===== src/rtl/piso_shift_tx.sv =====
// Parallel-in/serial-out transmitter: sends a WIDTH-bit word on Q with FRAME/DONE markers.
// Latency: first bit is on Q one enabled edge after the accept; throughput is 1 bit per enabled cycle.
// Backpressure: READY is low while bits remain; LOAD is ignored then. CE=0 freezes every register.
module piso_shift_tx #(
    parameter int WIDTH     = 8,
    parameter bit MSB_FIRST = 1'b1
) (
    input  logic             CLK,
    input  logic             SR,
    input  logic             SRINIT,
    input  logic             CE,
    input  logic [WIDTH-1:0] D,
    input  logic             LOAD,
    output logic             READY,
    output logic             Q,
    output logic             FRAME,
    output logic             DONE
);

    // The counter only ever holds WIDTH-1 down to 0.
    localparam int               CNT_W    = (WIDTH > 1) ? $clog2(WIDTH) : 1;
    localparam logic [CNT_W-1:0] CNT_LAST = CNT_W'(WIDTH - 1);
    localparam logic [CNT_W-1:0] CNT_ONE  = CNT_W'(1);

    typedef enum logic {
        ST_IDLE  = 1'b0,
        ST_SHIFT = 1'b1
    } state_t;

    state_t             state;
    state_t             state_nxt;
    logic [CNT_W-1:0]   cnt;
    logic [CNT_W-1:0]   cnt_nxt;
    logic [WIDTH-1:0]   sreg;
    logic [WIDTH-1:0]   sreg_nxt;
    logic [WIDTH-1:0]   sreg_adv;
    logic               q_r;
    logic               q_nxt;
    logic               frame_r;
    logic               frame_nxt;
    logic               done_r;
    logic               done_nxt;
    logic               accept;

    // Bit that goes on the line first for a given register image.
    function automatic logic lead_bit(input logic [WIDTH-1:0] w);
        return MSB_FIRST ? w[WIDTH-1] : w[0];
    endfunction

    // Drop the bit just sent so the next one moves to the lead position.
    function automatic logic [WIDTH-1:0] advance(input logic [WIDTH-1:0] w);
        return MSB_FIRST ? (w << 1) : (w >> 1);
    endfunction

    // READY also opens on the last-bit cycle so a new word follows with no gap.
    assign READY    = (state == ST_IDLE) || (cnt == '0);
    assign accept   = CE && LOAD && READY;
    assign sreg_adv = advance(sreg);

    assign Q     = q_r;
    assign FRAME = frame_r;
    assign DONE  = done_r;

    // Next-state and datapath decode; CE=0 falls through to the hold defaults.
    always_comb begin
        state_nxt = state;
        cnt_nxt   = cnt;
        sreg_nxt  = sreg;
        q_nxt     = q_r;
        frame_nxt = frame_r;
        done_nxt  = done_r;
        if (CE) begin
            if (accept) begin
                // New word: the register keeps the whole word, first bit goes out now.
                state_nxt = ST_SHIFT;
                cnt_nxt   = CNT_LAST;
                sreg_nxt  = D;
                q_nxt     = lead_bit(D);
                frame_nxt = 1'b1;
                // A one-bit word would be its own last bit; WIDTH>=2 keeps this low.
                done_nxt  = (CNT_LAST == '0);
            end else if ((state == ST_SHIFT) && (cnt != '0)) begin
                cnt_nxt   = cnt - CNT_ONE;
                sreg_nxt  = sreg_adv;
                q_nxt     = lead_bit(sreg_adv);
                frame_nxt = 1'b1;
                done_nxt  = (cnt == CNT_ONE);
            end else begin
                // Idle, or the last bit has been sent with no follow-on word.
                state_nxt = ST_IDLE;
                q_nxt     = SRINIT;
                frame_nxt = 1'b0;
                done_nxt  = 1'b0;
            end
        end
    end

    // State and datapath registers; SR wins over CE and LOAD.
    always_ff @(posedge CLK) begin
        if (SR) begin
            state   <= ST_IDLE;
            cnt     <= '0;
            sreg    <= '0;
            q_r     <= SRINIT;
            frame_r <= 1'b0;
            done_r  <= 1'b0;
        end else begin
            state   <= state_nxt;
            cnt     <= cnt_nxt;
            sreg    <= sreg_nxt;
            q_r     <= q_nxt;
            frame_r <= frame_nxt;
            done_r  <= done_nxt;
        end
    end

endmodule


===== config.mk =====
export PLATFORM = sky130hd
export DESIGN_NAME = piso_shift_tx
export DESIGN_NICKNAME = d
export VERILOG_FILES = /design/src/rtl/piso_shift_tx.sv
export SDC_FILE = /design/constraint.sdc
export NUM_CORES = 1
export LEC_CHECK = 0
export CAP_MARGIN = 20
export CORE_UTILIZATION = 48
export DETAILED_ROUTE_END_ITERATION = 8
export PLACE_DENSITY = 0.77
export REMOVE_ABC_BUFFERS = 1
export SETUP_SLACK_MARGIN = 0.02
export SYNTH_ARGS = -nofsm -noshare
export SYNTH_HDL_FRONTEND = slang
export SYNTH_SLANG_ARGS = --single-unit

===== constraint.sdc =====
create_clock -name CLK -period 2.4 [get_ports CLK]
set_input_delay 0.48 -clock CLK [delete_from_list [all_inputs] [get_ports CLK]]
set_output_delay 0.48 -clock CLK [all_outputs]
set_load 0.01 [all_outputs]

# == Yosys cells after proc, flatten, opt, wreduce, memory -nomap -nowiden ==
# Index checks and enable logic that the tools add are counted.
# word_totals
regBits,14
in_bits,13
# op_classes
n_addsub,1
n_eq_ne,2
n_mux,14
bitwise_logic,1
reduce_logical,10
# op_table
op,n
two-way mux 7 bit,2
two-way mux 1 bit,10
two-way mux 3 bit,2
AND reduction 2 bit,2
nonzero test 2 bit,2
equality test 3 x 1 -> 1 bit (second input constant),1
logical AND 1 bit,3
zero test 3 bit,1
nonzero test 3 bit,1
subtractor 3 x 1 -> 3 bit (second input constant),1
inequality test 2 bit (second input constant),1
logical OR 1 bit,1
NOT 1 bit,1

# == Longest topological paths before layout ==
# Gate-level depths: netlist of run 1.
# depth
ltp_word,6
ltp_mapped,8
mapped_depth_nobuf,7

# == Worst setup path before layout of run 1 ==
# No wires, ideal clock.
# synth_path
path_type,flip-flop to flip-flop
startpoint,register cnt[0]
endpoint,"register q_r, in the netlist Q, data pin"
setup_ns,0.256
arrival_ns,1.424
required_ns,2.144
path_slack_ns,0.720
stages_incl_launch_ff,7
n_path_buf,0
path_cell_list,dfxtp_1 inv_1 ha_1 ha_1 or3b_1 o31a_1 o22a_1
# synth_via
elab_chain_len,6
word_cells_on_any_way,9
cone_classes,mux (4); reduce/logical (5)
# synth_rtl
element,line,text
from (decl),32,logic [CNT_W-1:0] cnt;
from (signal assigned),109,cnt <= cnt_nxt;
nonzero test 3 bit or zero test 3 bit (tied branches),"82, 56",
logical AND 1 bit or logical OR 1 bit (tied branches),"82, 56",
two-way mux 1 bit or logical AND 1 bit (tied branches),"82, 57",
two-way mux 1 bit *,73,if (accept) begin
two-way mux 1 bit *,72,if (CE) begin
two-way mux 1 bit *,100,if (SR) begin
to (signal assigned),111,q_r <= q_nxt;
to (decl),37,logic q_r;
# Mark *: on every way between the ends. The rest lies on a longest branch, timed or not. The select of a mux whose other input is x is not followed.
# A chain may end at the register's enable or synchronous reset.

# == Worst setup path after layout of run 1 ==
# layout_path
startpoint,register cnt[0]
endpoint,output port READY
# layout_via
elab_chain_len,2
# layout_rtl
element,line,text
zero test 3 bit,56,assign READY = (state == ST_IDLE) || (cnt == '0);
logical OR 1 bit,56,
to (decl),14,"output logic READY,"
# No other way between the ends.

==> flow_summary.toml, run 1 <==
[critical_path]
path_max_fanout = 3
slowest_delay_ns = 0.47
r2r-end = "Q"
r2r_start = "cnt[0]"
critical_path_buf_inv_count = 3
cpMostUsedCell = "ha_1"
crit_chain = "inv_1 -> ha_1 -> ha_1 -> nor2b_4 -> clkinv_4 -> clkdlybuf4s50_1"
slowest_stage = "clkdlybuf4s50_1"
worstPathArrival_ns = 1.79
reg2reg_slack_ns = 0.58
critPathLaunchType = "flip-flop"
required_ns = 1.92
worstRegToRegCells = 8
crit_family = "buffers and inverters"
end_kind = "output port"
criticalPathCategory = "flip-flop to output port"

[global_routing]
grt_pass1_vias = 582
grt_max_degree = 18
grt_first_pass_wirelength_um = 2420
antenna_found_initial = 0
grt_usage = 0.184
grt_overflow = 0

[detailed_routing]
drcViolationCount = 0
met1_length_um = 685
wl_per_cell_um = 13.1
antenna_left = 0
drtPass1Iterations = 4
vias_per_cell = 5.27
vias = 596
met2_wirelength_um = 738
drt-initial-drc-count = 6
totalWireLength_um = 1480
top_layer = "met3"
dr_wl_met3_um = 58

[sta]
min_period_ns = 2.27
clock_skew_ns = 0.00886
setup_violations = 0
timing.hold.ws_ns = 0.461
slew_violations = 0
fin_crit_sh = 0.944
fmax_mhz = 441
relSlewSlack = 0.686
tightestPinTransition_ns = 0.469
rsz0062_at_grt = "no"
hold_violations = 0
tns_ns = 0

[die]
initial_core_util = 0.516
core_region_area_mm2 = 0.00152
fp.dieArea_mm2 = 0.00181
rows = 14
die_x_um = 42.5
io_pins = 17
dieHeight_um = 42.5

[logic_synthesis]
yosys_warnings = 0
synth.avg_cell_area_um2 = 10.4
synth_cells = 76
netlist_area_um2 = 787
yosysUniqueCellTypes = 24
ys_seq_elements = 14
yosysSeqAreaShare = 0.369

[min_path]
min_to = "sreg[2]"
min_path_cells = 2
min_path_type = "flip-flop to flip-flop"
hold_path_startpoint = "sreg[2]"

[placed_design]
dp.final_hpwl_um = 1090
place.gp.congestion = 0.733
placed_cells = 107
io_buffers = 16

[job]
drv_cap = 0

[status]
status = "completed"

[clock_network]
cts_sinks = 14
insertion_delay_ns = 0.28
cts_made_buffers = 3
cts.htree.levels = 1
hold_buffers = 0
cts_root_buf = "clkbuf_4"
cts_tree = "done"
clockBufferDepth = 2
clk_pin_slew_ns = 0.07

[power]
vdd_ir_drop_max_v = 0.000504
total_power_uw = 522
power_per_cell_area_mw_per_mm2 = 519
power_leakage_uw = 0.000401

[final_layout]
layout.nets = 114
multi_input_area_um2 = 420
area_growth_pct = 27.8
layout_common_cells = "clkdlybuf4s50_1 (16), dfxtp_1 (12), inv_1 (9), nand2b_1 (9)"
fillCellCount = 129
final_common_cell = "clkdlybuf4s50_1"
seq_area_um2 = 292
drive_above_1_share = 0.247
n_antenna_cell = 0
fin_cells = 113
==> timing repair <==
item / 4_1_cts / 5_1_grt
buffers inserted: 1 / 1
pin swaps: 0 / 0
endpoints found under the setup margin: 1 / 1
resized for setup: 0 / 1
==> worst max path at each step <==
stage	from	depth (start not counted)	endpoint
finish	cnt[0]	6	READY
global route	cnt[0]	6	READY
CTS	cnt[0]	6	READY
detailed placement	cnt[0]	6	READY
global placement	cnt[0]	6	READY
floorplan	cnt[0]	6	Q
==> flip-flops by register name, summed over array words and instances (netlist names) <==
signal  cells
FRAME       1
cnt         3
state       1
DONE        1
Q           1
sreg        7
==> layout make-up <==
cell class,instances,share of cell area
tap,16,0.0199
multi-input combinational,47,0.418
inverter,10,0.0423
clock buffer,4,0.0261
timing repair buffer,22,0.204
sequential,14,0.290
==> metal layers <==
metal | global-route usage | vias up
met4 | 0.0563 | 0
met2 | 0.317 | 10
met1 | 0.204 | 275
met3 | 0.0776 | 0
met5 | 0 | -
li1 | - | 311
==> logic make-up (layout without fill, tap and decap cells) <==
kind of cell | count (synthesis) | count (layout) | share of synthesized area
compound gates | 20 | 20 | 0.262
fa+ha+maj | 3 | 3 | 0.0477
buf+inv | 15 | 36 | 0.0970
flops | 14 | 14 | 0.369
mux | 6 | 6 | 0.0763
simple gates | 18 | 18 | 0.148
==> cells in the mapped netlist (all sizes together) <==
cell | count | area share
nand2 | 3 | 0.014
ha | 3 | 0.048
nor2b | 1 | 0.017
mux2i | 6 | 0.076
dfxtp | 13 | 0.33
edfxtp | 1 | 0.038
a221oi | 6 | 0.11
or3b | 1 | 0.011
clkinv | 1 | 0.011
buf | 5 | 0.043
nand4 | 2 | 0.016
a31oi | 1 | 0.0080
o21ai | 1 | 0.021
o31a | 1 | 0.011
inv | 9 | 0.043
or2 | 1 | 0.0080
o22a | 1 | 0.011
a31o | 3 | 0.033
a21oi | 7 | 0.064
nand2b | 9 | 0.072
nand3b | 1 | 0.0095
==> worst reg2reg max path: cells and delay by family (launching register included) <==
kind / cells / cell delay (ns)
AOI/OAI and AO/OA: 2 / 0.47
adders and majority gates: 2 / 0.37
buffers and inverters: 3 / 0.36
DFF: 1 / 0.33
and+or+nand+nor: 1 / 0.07
==> metrics by stage <==
step | util | worst slack (ns) | area (µm²)
finish | 0.660 | 0.134 | 1010
floorplan | - | 0.720 | 753
CTS | 0.654 | 0.0898 | 997
global placement | 0.632 | 0.312 | 963
global route | 0.660 | 0.0431 | 1010
detailed placement | 0.632 | 0.275 | 963
==> power by group <==
| group | internal (µW) | switching, µW |
|---|---|---|
| combinational | 67.0 | 59.1 |
| clock | 64.5 | 70.7 |
| sequential | 253 | 7.90 |
| total | 384 | 138 |
Note: power is estimated with default switching activity, not from simulation.
==> inputs of run 2 (changes only) <==
--- a/config.mk
+++ b/config.mk
@@ -7,6 +7,7 @@
 export LEC_CHECK = 0
 export CAP_MARGIN = 20
 export CORE_UTILIZATION = 48
+export CTS_CLUSTER_SIZE = 20
 export DETAILED_ROUTE_END_ITERATION = 8
 export PLACE_DENSITY = 0.77
 export REMOVE_ABC_BUFFERS = 1
==> results of run 2 <==
No change in the layout: final DEF, timing and power equal those of run 1.
